==> src/rtl/spi_master_reader.sv <==
// spi_master_reader: SPI mode-0 master reading NUM_BYTES-byte frames MSB first; define SPI_MASTER_MISO_SYNC_EN to pass MISO through a 2-flop synchroniser
module spi_master_reader #(
  parameter int CLK_DIV    = 4,
  parameter int NUM_BYTES  = 4,
  parameter int CSS_CYCLES = 2
) (
  input  logic       clk,
  input  logic       rst,
  input  logic       start,
  output logic       busy,
  output logic       SCK,
  output logic       SSEL,
  output logic       MOSI,
  input  logic       MISO,
  input  logic [7:0] tx_data,
  output logic       tx_next,
  output logic [7:0] rx_data,
  output logic       rx_valid,
  output logic       frame_done
);
  typedef enum logic [2:0] {IDLE, SETUP, LOW, HIGH, HOLD} state_t;
  localparam logic [7:0] DIV_END   = 8'(CLK_DIV - 1);
  localparam logic [7:0] CSS_END   = 8'(CSS_CYCLES - 1);
  localparam logic [7:0] LAST_BYTE = 8'(NUM_BYTES - 1);
  state_t     r_state;
  logic [7:0] r_cnt;
  logic [7:0] r_byte;
  logic [7:0] r_tx;
  logic [7:0] r_sh;
  logic [2:0] r_bit;
  logic       w_miso;
`ifdef SPI_MASTER_MISO_SYNC_EN
  localparam logic [7:0] SAMPLE = 8'd2;
  logic [1:0] r_sync;
  // two-flop synchroniser for an asynchronous slave; sampling point moves two cycles into HIGH
  always_ff @(posedge clk) r_sync <= rst ? 2'b00 : {r_sync[0], MISO};
  assign w_miso = r_sync[1];
`else
  localparam logic [7:0] SAMPLE = 8'd0;
  assign w_miso = MISO;
`endif
  // frame sequencer: chip-select setup, CLK_DIV-cycle SCK halves, byte bookkeeping, chip-select hold
  always_ff @(posedge clk) begin
    if (rst) begin
      r_state    <= IDLE;
      r_cnt      <= '0;
      r_byte     <= '0;
      r_tx       <= '0;
      r_sh       <= '0;
      r_bit      <= '0;
      busy       <= 1'b0;
      SCK        <= 1'b0;
      SSEL       <= 1'b1;
      MOSI       <= 1'b1;
      tx_next    <= 1'b0;
      rx_data    <= 8'h00;
      rx_valid   <= 1'b0;
      frame_done <= 1'b0;
    end else begin
      tx_next    <= 1'b0;
      rx_valid   <= 1'b0;
      frame_done <= 1'b0;
      r_cnt      <= r_cnt + 8'd1;
      case (r_state)
        IDLE: begin
          r_cnt <= '0;
          if (start) begin
            r_state <= SETUP;
            SSEL    <= 1'b0;
            busy    <= 1'b1;
            r_tx    <= tx_data;
            MOSI    <= tx_data[7];
            tx_next <= 1'b1;
            r_bit   <= '0;
            r_byte  <= '0;
          end
        end
        SETUP: if (r_cnt == CSS_END) begin
          r_state <= LOW;
          r_cnt   <= '0;
        end
        LOW: if (r_cnt == DIV_END) begin
          r_state <= HIGH;
          SCK     <= 1'b1;
          r_cnt   <= '0;
        end
        HIGH: begin
          if (r_cnt == SAMPLE) begin
            r_sh <= {r_sh[6:0], w_miso};
            if (r_bit == 3'd7) begin
              rx_data  <= {r_sh[6:0], w_miso};
              rx_valid <= 1'b1;
            end
          end
          if (r_cnt == DIV_END) begin
            SCK     <= 1'b0;
            r_cnt   <= '0;
            r_bit   <= r_bit + 3'd1;
            r_tx    <= {r_tx[6:0], 1'b0};
            MOSI    <= r_tx[6];
            r_state <= LOW;
            if (r_bit == 3'd7) begin
              if (r_byte == LAST_BYTE) begin
                r_state <= HOLD;
              end else begin
                r_byte  <= r_byte + 8'd1;
                r_tx    <= tx_data;
                MOSI    <= tx_data[7];
                tx_next <= 1'b1;
              end
            end
          end
        end
        HOLD: if (r_cnt == CSS_END) begin
          r_state    <= IDLE;
          r_cnt      <= '0;
          SSEL       <= 1'b1;
          MOSI       <= 1'b1;
          busy       <= 1'b0;
          frame_done <= 1'b1;
        end
        default: r_state <= IDLE;
      endcase
    end
  end
endmodule

==> config.mk <==
export PLATFORM = sky130hd
export DESIGN_NAME = spi_master_reader
export DESIGN_NICKNAME = d
export VERILOG_FILES = /design/src/rtl/spi_master_reader.sv
export SDC_FILE = /design/constraint.sdc
export NUM_CORES = 1
export LEC_CHECK = 0
export CORE_MARGIN = 2
export CORE_UTILIZATION = 30
export DETAILED_ROUTE_END_ITERATION = 8
export DONT_BUFFER_PORTS = 1
export PLACE_DENSITY = 0.52
export SKIP_LAST_GASP = 1
export SLEW_MARGIN = 20
export SYNTH_ARGS = -nofsm -noshare
export SYNTH_HDL_FRONTEND = slang
export SYNTH_SLANG_ARGS = --single-unit
==> constraint.sdc <==
create_clock -name clk -period 6.6 [get_ports clk]
set_input_delay 0.99 -clock clk [delete_from_list [all_inputs] [get_ports clk]]
set_output_delay 0.99 -clock clk [all_outputs]
set_load 0.02 [all_outputs]
Word level (Yosys, flattened, before mapping)
Cells that the tools add are included.

$add $sub $neg: 3. Equal/unequal tests: 15. Mux-type cells: 45. Bitwise logic cells: 3. Reduce and logical (&&, ||, !) cells: 18.

Operator list (count): 8-bit 2-to-1 mux (6); 7-bit 2-to-1 mux (4); 3-bit 2-to-1 mux (9); 8-bit one-hot mux with 3 select lines (1); 8-bit by 1-bit adder with 8-bit output, second input constant (2); 8-bit by 2-bit equality test with 1-bit output, second input constant (2); 1-bit 2-to-1 mux (16); 8-bit one-hot mux with 2 select lines (1); 3-bit one-hot mux with 5 select lines (1); 2-bit != test, second input constant (7); 7-bit one-hot mux with 2 select lines (1); 3-bit AND reduction (4); 5-bit AND reduction (2); 8-bit by 1-bit equality test with 1-bit output, second input constant (1); 8-bit logical NOT (1); 1-bit one-hot mux with 2 select lines (4); 3-bit by 2-bit equality test with 1-bit output, second input constant (2); 3-bit equality test, second input constant (2); 3-bit one-hot mux with 2 select lines (1); 2-bit nonzero test (3); 2-bit OR reduction (3); 4-bit AND reduction (1); 3-bit by 1-bit adder with 3-bit output, second input constant (1); 3-bit by 1-bit equality test with 1-bit output, second input constant (1); other kinds (6) (8).

Register bits after elaboration: 51. Input port bits: 12. Output and inout port bits: 15. Logic and storage cells: 98.

Logic depth before layout (Yosys ltp)
Word-level depth: 5. Mapped depth: 7. Gate-level depth less buffers: 6.

Worst setup path after synthesis
OpenSTA, ideal clock, no wires.

Path type: input to register. Start: in start. End: reg r_byte[6]. Library setup time: 120 ps. Arrival time: 2279 ps. Setup slack: 4201 ps. Stages: 6. Path through: or4b_1 -> o31a_1 -> buf_6 -> a2111oi_4 -> xnor2_1 -> nor2_1.

Word-level cells in the longest chain between the ends: 2.

RTL lines: start, declared (line 9) `input logic start,`; 2-bit != test (no source line); 5-bit AND reduction (no source line); end signal, assigned (line 106) `r_byte <= r_byte + 8'd1;`; end, declared (line 27) `logic [7:0] r_byte;`.

Every way passes these cells. A chain may end at the register's enable or synchronous reset.

Worst setup path after layout
Start: reg r_byte[0]. End: reg MOSI.

Word-level cells in the longest chain between the ends: 5.

RTL lines: 8-bit by 2-bit equality test with 1-bit output (line 103) `if (r_byte == LAST_BYTE) begin`; 1-bit 2-to-1 mux (line 103); 1-bit 2-to-1 mux (line 102) `if (r_bit == 3'd7) begin`; 1-bit 2-to-1 mux (line 95) `if (r_cnt == DIV_END) begin`; 1-bit one-hot mux with 3 select lines (line 64) `case (r_state)`; end signal, assigned (line 72) `MOSI <= tx_data[7];`; end signal, assigned (line 100) `MOSI <= r_tx[6];`; end signal, assigned (line 108) `MOSI <= tx_data[7];`; end, declared (line 13) `output logic MOSI,`.

Every way passes these cells. The select of a mux whose other input is x is not followed.

==> impl_metrics.py <==
metrics = {
    "finish": {
        "design_area_sq_um": 2450,
        "insertedDiodeCount": 0,
        "final_nets": 264,
        "synthToLayoutAreaGrowth_pct": 7.12,
        "drive_above_1_share_pct": 7.29,
    },
    "timing": {
        "whs_ns": 0.457,
        "fmax_mhz": 362,
        "hold_viol": 0,
        "slew_violations": 0,
        "finalCriticalPeriod_ns": 2.76,
        "setup-tns-final_ns": 0,
        "setup_violations": 0,
        "finClkSkew_ns": 0.00906,
        "grt_setup_unrepaired": "false",
        "tightestPinTransition_ns": 0.987,
        "setup_slack_ns": 3.84,
        "period_share_pct": 41.8,
        "slew-limit-headroom_pct": 34.0,
    },
    "clocking": {
        "cts_sinks": 51,
        "clkTransAtPathRegs_ns": 0.10,
        "htree_levels": 2,
        "postCtsSetupBuffers": 0,
        "root_buffer": "clkbuf_8",
        "clock_path_buffers": 2,
        "clk_latency_ns": 0.30,
        "cts_resized": 0,
        "cts_buffers": 5,
        "ctsHoldBuffers": 0,
        "cts_tree": "yes",
    },
    "synthesis": {
        "synth.avg_cell_area_sq_um": 9.11,
        "synth.cell_area_sq_um": 2290,
        "async_flop_share_pct": 0,
        "synth.top_cells.by_area": "dfxtp_1 (45%), nor2_1 (7.6%), mux2i_1 (7.4%), nand3_1 (4.2%), xnor2_1 (3.8%)",
        "synth_ff_type": "dfxtp_1",
        "synth_area_leader_cell": "dfxtp_1",
        "synth_edf_count": 0,
        "synth.distinct_cells": 39,
        "ys_ff_latch": 51,
        "synth_cells": 251,
        "synth_seq_area_share_pct": 44.7,
        "synth_commonest_cells": "dfxtp_1 (51), nor2_1 (46), nand3_1 (19)",
        "synth_top_area_share_pct": 44.7,
        "synth_nets": 269,
        "yosysWarnings": 0,
        "synth_most_common_cell": "dfxtp_1",
    },
    "placement": {
        "place_congestion": 0.745,
        "io_buffers": 0,
        "dpl_cell_area_sq_um": 2350,
        "dp_slack_ns": 3.84,
        "dpl.hpwl_mm": 3.14,
    },
    "drt": {
        "vias": 1670,
        "drt_iter0_drc": 70,
        "wl_per_cell_microns": 12.9,
        "drc": 0,
        "via_per_inst": 4.83,
        "routed_wl_mm": 4.48,
        "drtAntennaViolNets": 0,
        "firstDrtPassIters": 4,
    },
    "critical_path": {
        "crit_type": "reg2reg",
        "startpoint_type": "flip-flop",
        "worstPathMaxFanout": 15,
        "worst_setup_path_end_kind": "flip-flop",
        "cp.arrival_ns": 2.96,
        "worstPathRequired_ns": 6.80,
    },
    "pwr": {
        "pwr_density_cell_nw_per_um2": 224,
        "ir_drop_v": 0.000119,
        "leakagePower_nw": 0.943,
        "finalPower_uw": 548,
    },
    "floorplanning": {
        "row_count": 31,
        "initial_core_util_pct": 31.2,
        "die_w_microns": 91.3,
        "dieArea_sq_um": 8330,
        "die_h_microns": 91.3,
        "io_pins": 27,
        "core-area_sq_um": 7330,
    },
    "global_route": {
        "overflow": 0,
        "grt_max_degree": 40,
        "antenna_found_initial": 0,
        "globalRouteTotalUtil_pct": 11.3,
        "grt_pass1_wl_mm": 7.71,
        "grt_pass1_vias": 1647,
    },
    "flow_run": {
        "cap_viol_max_count": 0,
    },
    "min_path": {
        "hold_class": "reg2reg",
    },
    "status": {
        "outcome": "complete, no violations",
    },
}
## flip-flops by register name, indices dropped and copies added (netlist names), 3 cells and up
| register | cells |
|---|---|
| r_state | 3 |
| r_sh | 7 |
| r_bit | 3 |
| r_cnt | 8 |
| r_byte | 8 |
| r_tx | 7 |
| rx_data | 8 |
## stage by stage
step	instances	utilization (%)
global route	346	33.4
finish	346	33.4
global placement	338	32.1
CTS	346	33.4
detailed placement	338	32.1
floorplan	251	-
## final timing paths
kind | startpoint | to | slack, ns | cells after the start
worst max-delay path | r_byte[0] | MOSI | 3.84 | 6
worst min-delay path | r_bit[2] | r_bit[2] | 0.46 | 2
worst max register to register | r_byte[0] | MOSI | 3.84 | 6
worst min register to register | r_bit[2] | r_bit[2] | 0.46 | 2
## power by group
group	internal, mW	total [mW]	leakage [nW]	switching [mW]
Sequential	0.315	0.325	0.414	0.00940
Clock	0.0782	0.190	0.0491	0.112
Combinational	0.0135	0.0337	0.480	0.0202
## kinds of logic after synthesis
logic type      count (synthesis)  share of synthesized area [%]
mux                            18                           7.94
buf+inv                        21                           4.27
fa+ha+maj                       6                           3.28
xor+xnor                       12                           4.60
compound gates                 40                           14.1
flops                          51                           44.7
simple gates                  103                           21.2
## per-layer routing
metal  wire [microns]  GRT usage (%)  vias to the layer above
met3              190           3.07                        2
met5                0              0                        -
met1             2060           14.0                      771
met2             2200           19.4                       23
li1                 -              -                      874
met4               26           3.03                        0
## critical path: stages (launching register included)
cell and delay (ns):
dfxtp_1 0.44, ha_1 0.24, or4b_1 0.52, o41ai_4 0.82
mux2i_1 0.26, o21ai_1 0.07, a221o_1 0.31
## area by class of cell
| cell class | instances | area (sq um) |
|---|---|---|
| Fill cell | 773 | 4880 |
| Multi-Input combinational cell | 179 | 1170 |
| Sequential cell | 51 | 1020 |
| Tap cell | 99 | 124 |
| Clock buffer | 5 | 68.8 |
| Clock inverter | 3 | 26.3 |
| Inverter | 7 | 26.3 |
| Timing Repair Buffer | 2 | 15.0 |
## cell usage in the layout (no fill, tap or decap), types with 4 or more instances in the layout
| master | n |
|---|---|
| nand4_1 | 4 |
| a311oi_1 | 6 |
| xnor2_1 | 10 |
| clkbuf_8 | 5 |
| nand3_1 | 19 |
| dfxtp_1 | 51 |
| inv_1 | 7 |
| mux2i_1 | 17 |
| a31oi_1 | 4 |
| nor2_1 | 46 |
| a21oi_1 | 12 |
| nand2_1 | 15 |
| ha_1 | 6 |
(Power assumes the default switching activity.)
